$ cat src/rtl/pin_conditioner_if.sv
// Bundles the raw MCU pins and the conditioned signals handed to the core top.
// master drives the pins (pad side); slave is the conditioner itself.
interface pin_conditioner_if;
  logic       t0_pin;
  logic       t1_pin;
  logic       int0_pin;
  logic       int1_pin;
  logic       rxd_pin;
  logic [1:0] it_mode;
  logic       cnt_0;
  logic       cnt_1;
  logic       inti0;
  logic       inti1;
  logic       rxd;
  logic       rxd_fall;

  modport master (
    output t0_pin, t1_pin, int0_pin, int1_pin, rxd_pin, it_mode,
    input  cnt_0, cnt_1, inti0, inti1, rxd, rxd_fall
  );

  modport slave (
    input  t0_pin, t1_pin, int0_pin, int1_pin, rxd_pin, it_mode,
    output cnt_0, cnt_1, inti0, inti1, rxd, rxd_fall
  );
endinterface

$ cat src/rtl/pin_conditioner.sv
// Synchronises the async MCU pins; T0/T1/INT0/INT1 are also debounced into
// count pulses and interrupt requests, while RXD is only synchronised.
module pin_conditioner #(
  parameter int SYNC_STAGES     = 2,
  parameter int DEBOUNCE_CYCLES = 4
) (
  input  logic              clk,
  input  logic              rst_n,
  pin_conditioner_if.slave  bus
);

  localparam int CW = (DEBOUNCE_CYCLES > 1) ? $clog2(DEBOUNCE_CYCLES) : 1;
  localparam logic [CW-1:0] C_MAX = CW'(DEBOUNCE_CYCLES - 1);

  // channel index: 0=T0, 1=T1, 2=INT0, 3=INT1, 4=RXD (sync only)
  logic [4:0]             w_pin;
  logic [4:0]             w_sync;
  logic [SYNC_STAGES-1:0] r_sync [5];
  logic [3:0]             r_filt;
  logic [CW-1:0]          r_db_cnt [4];
  logic [3:0]             w_filt_next;
  logic [3:0]             w_fall;
  logic                   r_cnt0_pulse;
  logic                   r_cnt1_pulse;
  logic                   r_inti0;
  logic                   r_inti1;
  logic                   r_rxd_fall;

  assign w_pin = {bus.rxd_pin, bus.int1_pin, bus.int0_pin, bus.t1_pin, bus.t0_pin};

  always_comb begin
    w_sync      = '0;
    w_filt_next = r_filt;
    for (int i = 0; i < 5; i++) begin
      w_sync[i] = r_sync[i][SYNC_STAGES-1];
    end
    for (int i = 0; i < 4; i++) begin
      if ((w_sync[i] != r_filt[i]) && (r_db_cnt[i] == C_MAX)) begin
        w_filt_next[i] = w_sync[i];
      end
    end
  end

  assign w_fall = r_filt & ~w_filt_next;

  always_ff @(posedge clk or negedge rst_n) begin
    if (!rst_n) begin
      for (int i = 0; i < 5; i++) begin
        r_sync[i] <= '1;
      end
      for (int i = 0; i < 4; i++) begin
        r_db_cnt[i] <= '0;
      end
      r_filt       <= '1;
      r_cnt0_pulse <= 1'b0;
      r_cnt1_pulse <= 1'b0;
      r_inti0      <= 1'b0;
      r_inti1      <= 1'b0;
      r_rxd_fall   <= 1'b0;
    end else begin
      for (int i = 0; i < 5; i++) begin
        r_sync[i] <= {r_sync[i][SYNC_STAGES-2:0], w_pin[i]};
      end
      // counter restarts both when the level is stable and when it is accepted
      for (int i = 0; i < 4; i++) begin
        if ((w_sync[i] == r_filt[i]) || (r_db_cnt[i] == C_MAX)) begin
          r_db_cnt[i] <= '0;
        end else begin
          r_db_cnt[i] <= r_db_cnt[i] + CW'(1);
        end
      end
      r_filt       <= w_filt_next;
      r_cnt0_pulse <= w_fall[0];
      r_cnt1_pulse <= w_fall[1];
      r_inti0      <= bus.it_mode[0] ? w_fall[2] : ~w_filt_next[2];
      r_inti1      <= bus.it_mode[1] ? w_fall[3] : ~w_filt_next[3];
      // looks one stage ahead so the pulse lines up with the first low rxd
      r_rxd_fall   <= w_sync[4] & ~r_sync[4][SYNC_STAGES-2];
    end
  end

  assign bus.cnt_0    = r_cnt0_pulse;
  assign bus.cnt_1    = r_cnt1_pulse;
  assign bus.inti0    = r_inti0;
  assign bus.inti1    = r_inti1;
  assign bus.rxd      = w_sync[4];
  assign bus.rxd_fall = r_rxd_fall;

endmodule

$ cat src/flat_wrapper.sv
// flat-port wrapper written by rule: the top's interface ports become plain ports
module pin_conditioner_flat 
#(
  parameter int SYNC_STAGES     = 2,
  parameter int DEBOUNCE_CYCLES = 4
)
  (clk, rst_n, bus_t0_pin, bus_t1_pin, bus_int0_pin, bus_int1_pin, bus_rxd_pin, bus_it_mode, bus_cnt_0, bus_cnt_1, bus_inti0, bus_inti1, bus_rxd, bus_rxd_fall);
  pin_conditioner_if bus_i ();
  input  logic clk;
  input  logic rst_n;
  input wire logic [$bits(bus_i.t0_pin)-1:0] bus_t0_pin;
  input wire logic [$bits(bus_i.t1_pin)-1:0] bus_t1_pin;
  input wire logic [$bits(bus_i.int0_pin)-1:0] bus_int0_pin;
  input wire logic [$bits(bus_i.int1_pin)-1:0] bus_int1_pin;
  input wire logic [$bits(bus_i.rxd_pin)-1:0] bus_rxd_pin;
  input wire logic [$bits(bus_i.it_mode)-1:0] bus_it_mode;
  output wire logic [$bits(bus_i.cnt_0)-1:0] bus_cnt_0;
  output wire logic [$bits(bus_i.cnt_1)-1:0] bus_cnt_1;
  output wire logic [$bits(bus_i.inti0)-1:0] bus_inti0;
  output wire logic [$bits(bus_i.inti1)-1:0] bus_inti1;
  output wire logic [$bits(bus_i.rxd)-1:0] bus_rxd;
  output wire logic [$bits(bus_i.rxd_fall)-1:0] bus_rxd_fall;
  assign bus_i.t0_pin = bus_t0_pin;
  assign bus_i.t1_pin = bus_t1_pin;
  assign bus_i.int0_pin = bus_int0_pin;
  assign bus_i.int1_pin = bus_int1_pin;
  assign bus_i.rxd_pin = bus_rxd_pin;
  assign bus_i.it_mode = bus_it_mode;
  assign bus_cnt_0 = bus_i.cnt_0;
  assign bus_cnt_1 = bus_i.cnt_1;
  assign bus_inti0 = bus_i.inti0;
  assign bus_inti1 = bus_i.inti1;
  assign bus_rxd = bus_i.rxd;
  assign bus_rxd_fall = bus_i.rxd_fall;
  pin_conditioner #(.SYNC_STAGES(SYNC_STAGES), .DEBOUNCE_CYCLES(DEBOUNCE_CYCLES)) u_core (.clk(clk), .rst_n(rst_n), .bus(bus_i));
endmodule
$ cat config.mk
export PLATFORM = sky130hd
export DESIGN_NAME = pin_conditioner_flat
export DESIGN_NICKNAME = d
export VERILOG_FILES = /design/src/rtl/pin_conditioner_if.sv /design/src/rtl/pin_conditioner.sv /design/src/flat_wrapper.sv
export SDC_FILE = /design/constraint.sdc
export NUM_CORES = 1
export LEC_CHECK = 0
export ABC_AREA = 1
export BUFFER_PORTS_ARGS = -buffer_cell sky130_fd_sc_hd__buf_2
export CAP_MARGIN = 40
export CELL_PAD_IN_SITES_DETAIL_PLACEMENT = 2
export CELL_PAD_IN_SITES_GLOBAL_PLACEMENT = 2
export CORE_UTILIZATION = 31
export CTS_CLUSTER_DIAMETER = 60
export CTS_CLUSTER_SIZE = 24
export DETAILED_ROUTE_END_ITERATION = 8
export GPL_ROUTABILITY_DRIVEN = 0
export MAX_ROUTING_LAYER = met4
export PLACE_DENSITY_LB_ADDON = 0.1
export SLEW_MARGIN = 20
export SYNTH_ARGS = -nofsm -noshare
export SYNTH_HDL_FRONTEND = slang
export SYNTH_SLANG_ARGS = --single-unit
$ cat constraint.sdc
create_clock -name clk -period 0.9 [get_ports clk]
set_input_delay 0.18 -clock clk [delete_from_list [all_inputs] [get_ports clk]]
set_output_delay 0.18 -clock clk [all_outputs]
set_load 0.02 [all_outputs]
# Word level (Yosys, flattened, before mapping)
# Index checks and enable logic that the tools add are counted.
# totals
regBits	27
inputBits	9
out_inout_bits	6
word_cells	55
# op_classes
addsub	4
n_eq_ne	12
n_mux	10
n_bitwise	6
reduce_logical	8
# op_table
op	n
adder 2 x 1 -> 2 bit, second input constant	4
equality test 2 bit, second input constant	4
2-to-1 mux 2 bit	4
2-to-1 mux 1 bit	6
bitwise AND 4 bit	1
equality test 1 bit	4
logical AND 1 bit	4
logical OR 1 bit	4
inequality test 1 bit	4
inverter 4 bit	1
inverter 1 bit	3
bitwise AND 1 bit	1

# Logic depth before layout (Yosys ltp)
# logic_depth
ltp_word	6
depth_mapped	5
depth_no_buf	5

# Worst setup path after synthesis
# OpenSTA, ideal clock, no wires.
# synth_path
path_type	register to register
from	reg u_core.r_db_cnt[0] (netlist name)
to	reg u_core.r_db_cnt[1] (netlist name)
setup_ns	0.086
t_arrival_ns	0.802
required_time_ns	0.814
slack_ns	0.013
path_stages_with_launch	4
n_path_buf	0
period_less_slack_ns	0.887
path_cell_list	dfrtp_1 ha_1 inv_1 nor3_1
# synth_via
elab_chain_cells	3
word_cells_on_any_way	4
classes_between	add/sub (1); eq/ne (1); mux (1); reduce/logical (1)
# synth_rtl
item	line	text
start, declared	pin_conditioner.sv:20	logic [CW-1:0] r_db_cnt [4];
start signal, assigned by index	pin_conditioner.sv:69	r_db_cnt[i] <= r_db_cnt[i] + CW'(1);
parallel branches: the longest is 2 deep, another holds adder 2 x 1 -> 2 bit	n/a	
2-to-1 mux 2 bit (*)	pin_conditioner.sv:66	if ((w_sync[i] == r_filt[i]) || (r_db_cnt[i] == C_MAX)) begin
# Mark *: on every way between the ends.

# Worst setup path after layout
# layout_path
from	reg u_core.r_sync (netlist bit u_core.bus.rxd)
to	out bus_rxd
# layout_lines
item	line	text
start, declared	pin_conditioner.sv:18	logic [SYNC_STAGES-1:0] r_sync [5];
start signal, assigned by index	pin_conditioner.sv:62	r_sync[i] <= {r_sync[i][SYNC_STAGES-2:0], w_pin[i]};
end, declared	flat_wrapper.sv:21	output wire logic [$bits(bus_i.rxd)-1:0] bus_rxd;
# No word-level cell between the ends.

==> flow_summary.json <==
{
  "synth_area_leader_cell": "dfstp_2",
  "fp.coreArea_mm2": 0.00283,
  "crit_type": "register to output port",
  "htree_levels": 1,
  "vdd_drop_max_uv": 1220,
  "cts_buffer_depth": 2,
  "clkPwrFrac": 0.121,
  "cts-root-buf": "clkbuf_4",
  "worst_slew_pin_slew_ps": 359,
  "hold_viol_final": 0,
  "rsz0062_at_grt": "yes",
  "grt_pass1_wl_um": 3330,
  "yosys_register_bits": 27,
  "layout_common_cells": "dfstp_2, dfrtp_1, nor2_1",
  "multi_input_area_um2": 360,
  "comb_power_share": 0.418,
  "ys_types": 8,
  "cap_violations": 0,
  "synthesis.area_um2": 951,
  "synthSimpleGateAreaFrac": 0.149,
  "cp-start-kind": "register",
  "end_kind": "output port",
  "synth.area.top_cells": "dfstp_2, dfrtp_1, nand2_1, ha_1, inv_1",
  "skew_ps": 7.44,
  "drc": 2,
  "fin_setup_tns_ps": -1320,
  "grt_antenna_before_repair": 0,
  "synth.top_cell.area_share": 0.387,
  "fillers": 282,
  "final_antenna_net_count": 0,
  "dieArea_mm2": 0.00329,
  "cts_tree": "done",
  "numClockSinks": 27,
  "min_path_type": "primary input to register",
  "slowest_delay_ps": 560,
  "period_share": 1.29,
  "ff2ff_setup_slack_ps": -90,
  "grt_pass1_vias": 771,
  "muxShareOfSynthArea": 0,
  "switching_share": 0.354,
  "clk_latency_ps": 320,
  "seq_area_um2": 693,
  "overflow": 0,
  "setup_violations": 18,
  "synth_top_family_by_area": "simple AND/OR/NAND/NOR gates",
  "drt-initial-drc-count": 6,
  "cp_num_buf_inv": 1,
  "fin_nets": 125,
  "syn_area_per_cell_um2": 11.7,
  "dieWidth_um": 57.4,
  "cpLargestDelayFamily": "flip-flops",
  "start_util": 0.336,
  "clk_pin_slew_ps": 130,
  "wl_per_cell_um": 14.0,
  "num_vias": 639,
  "synth_adder_area_share": 0.0526,
  "maxSlewViolCount": 0,
  "power_density_mw_per_mm2": 2960,
  "wirelength_um": 1980,
  "drt_first_pass_iters": 5,
  "fmax_ghz": 0.858,
  "numPortBuffers": 14,
  "power.switching_mw": 1.46,
  "dp_hpwl_um": 1270,
  "numCtsBuffers": 3,
  "syn_inst": 81,
  "diodes": 0,
  "synth-compound-area-share": 0.0184,
  "die-height_um": 57.4,
  "area_delta_synth_final_pct": 47.1,
  "io_pins": 15,
  "post-route-util": 0.494,
  "period_needed_ps": 1160,
  "post_drt_via_cell_ratio": 4.50,
  "layout_setup_ws_ps": -265,
  "grt_usage": 0.140,
  "intPower_mw": 2.67,
  "yosysSeqAreaShare": 0.729,
  "path_cells": "buf_6",
  "p_seq_frac": 0.461,
  "leakage_nw": 0.632,
  "status": "finished with violations",
  "yosysWarnings": 0,
  "worstPathRequired_ps": 720,
  "pre_cts_ws_ps": -124,
  "crit_arrival_ps": 980,
  "worst_path_max_delay_cell": "dfstp_2",
  "rows": 19,
  "violations": "DRC, setup timing",
  "relSlewSlack": 0.760,
  "final_common_cell": "dfstp_2",
  "drive_gt1_frac": 0.649,
  "grt_max_degree": 28,
  "crit_path_max_fanout": 2,
  "synthXorXnorAreaFrac": 0,
  "syn_nets": 94
}
## power groups by stage
stage	Clock, mW	Sequential (mW)	Combinational, mW
global placement	0	1.81	0.840
floorplan	0	1.90	0.508
global route	0.580	1.94	1.89
finish	0.501	1.91	1.73
CTS	0.542	1.87	1.36
detailed placement	0	1.83	0.914
## synth_stat cells
master   number
dfstp_2      14
nor3_1        8
nand2_1      16
ha_1          4
inv_1        13
dfrtp_1      13
nor2_1       11
o21ai_2       2
## registers in the layout, summed over array words and instances, names as in the netlist
register	count
u_core.bus.cnt_0	1
u_core.bus.cnt_1	1
u_core.bus.inti0	1
u_core.bus.inti1	1
u_core.bus.rxd	1
u_core.bus.rxd_fall	1
u_core.r_db_cnt	8
u_core.r_filt	4
u_core.r_sync	9
## per-stage QoR
step | instance area [µm²] | instances | hold slack, ps | power [mW]
global route | 1400 | 142 | 155 | 4.41
floorplan | 951 | 81 | -116 | 2.41
detailed placement | 1080 | 127 | 138 | 2.75
CTS | 1310 | 140 | 119 | 3.78
global placement | 1080 | 127 | 135 | 2.65
finish | 1400 | 142 | 151 | 4.14
## routing by layer
metal | up-vias | global-route usage | routed length, µm
met2 | 12 | 0.248 | 1120
met5 | - | - | 0
met3 | 2 | 0.0227 | 54
met1 | 319 | 0.157 | 792
met4 | 0 | 0.0523 | 16
li1 | 306 | - | -
## worst reg2reg max path: stages, from the launching register on
cell and delay (ps):
dfrtp_1 440, ha_4 270, inv_2 30, nor3_2 180
## area by class of cell
class                   count  share of cell area
multi-input cells          41               0.258
clock buffers               3              0.0161
inverters                  13              0.0385
well taps                  31              0.0277
repair buffers             26               0.161
flip-flops and latches     27               0.496
clock inverters             1             0.00358
## what timing repair did
item                                   in CTS  in global routing
buffers inserted                            3                  2
setup endpoints to repair                  20                 20
hold buffers                                6                  0
resized for setup                          36                 20
pin swaps                                   9                 10
endpoints found under the hold margin      32                  0
## cell families (layout without fill, tap and decap cells)
family                     Yosys count  count (layout)
buffers and inverters               13              43
AOI/OAI and AO/OA                    2               2
DFF                                 27              27
adders and majority gates            4               4
and+or+nand+nor                     35              35
## path summary, 6_finish.rpt
check                                    from                 end  cells after the start
max reg2reg                u_core.r_db_cnt[2]  u_core.r_db_cnt[3]                      3
min                            bus_it_mode[1]    u_core.bus.inti1                      4
max in group asynchronous               rst_n    u_core.r_sync[6]                      3
min reg2reg                  u_core.r_sync[2]    u_core.r_sync[3]                      0
max                            u_core.bus.rxd             bus_rxd                      1
min in group asynchronous               rst_n  u_core.r_db_cnt[1]                      3
(Power assumes the default switching activity.)
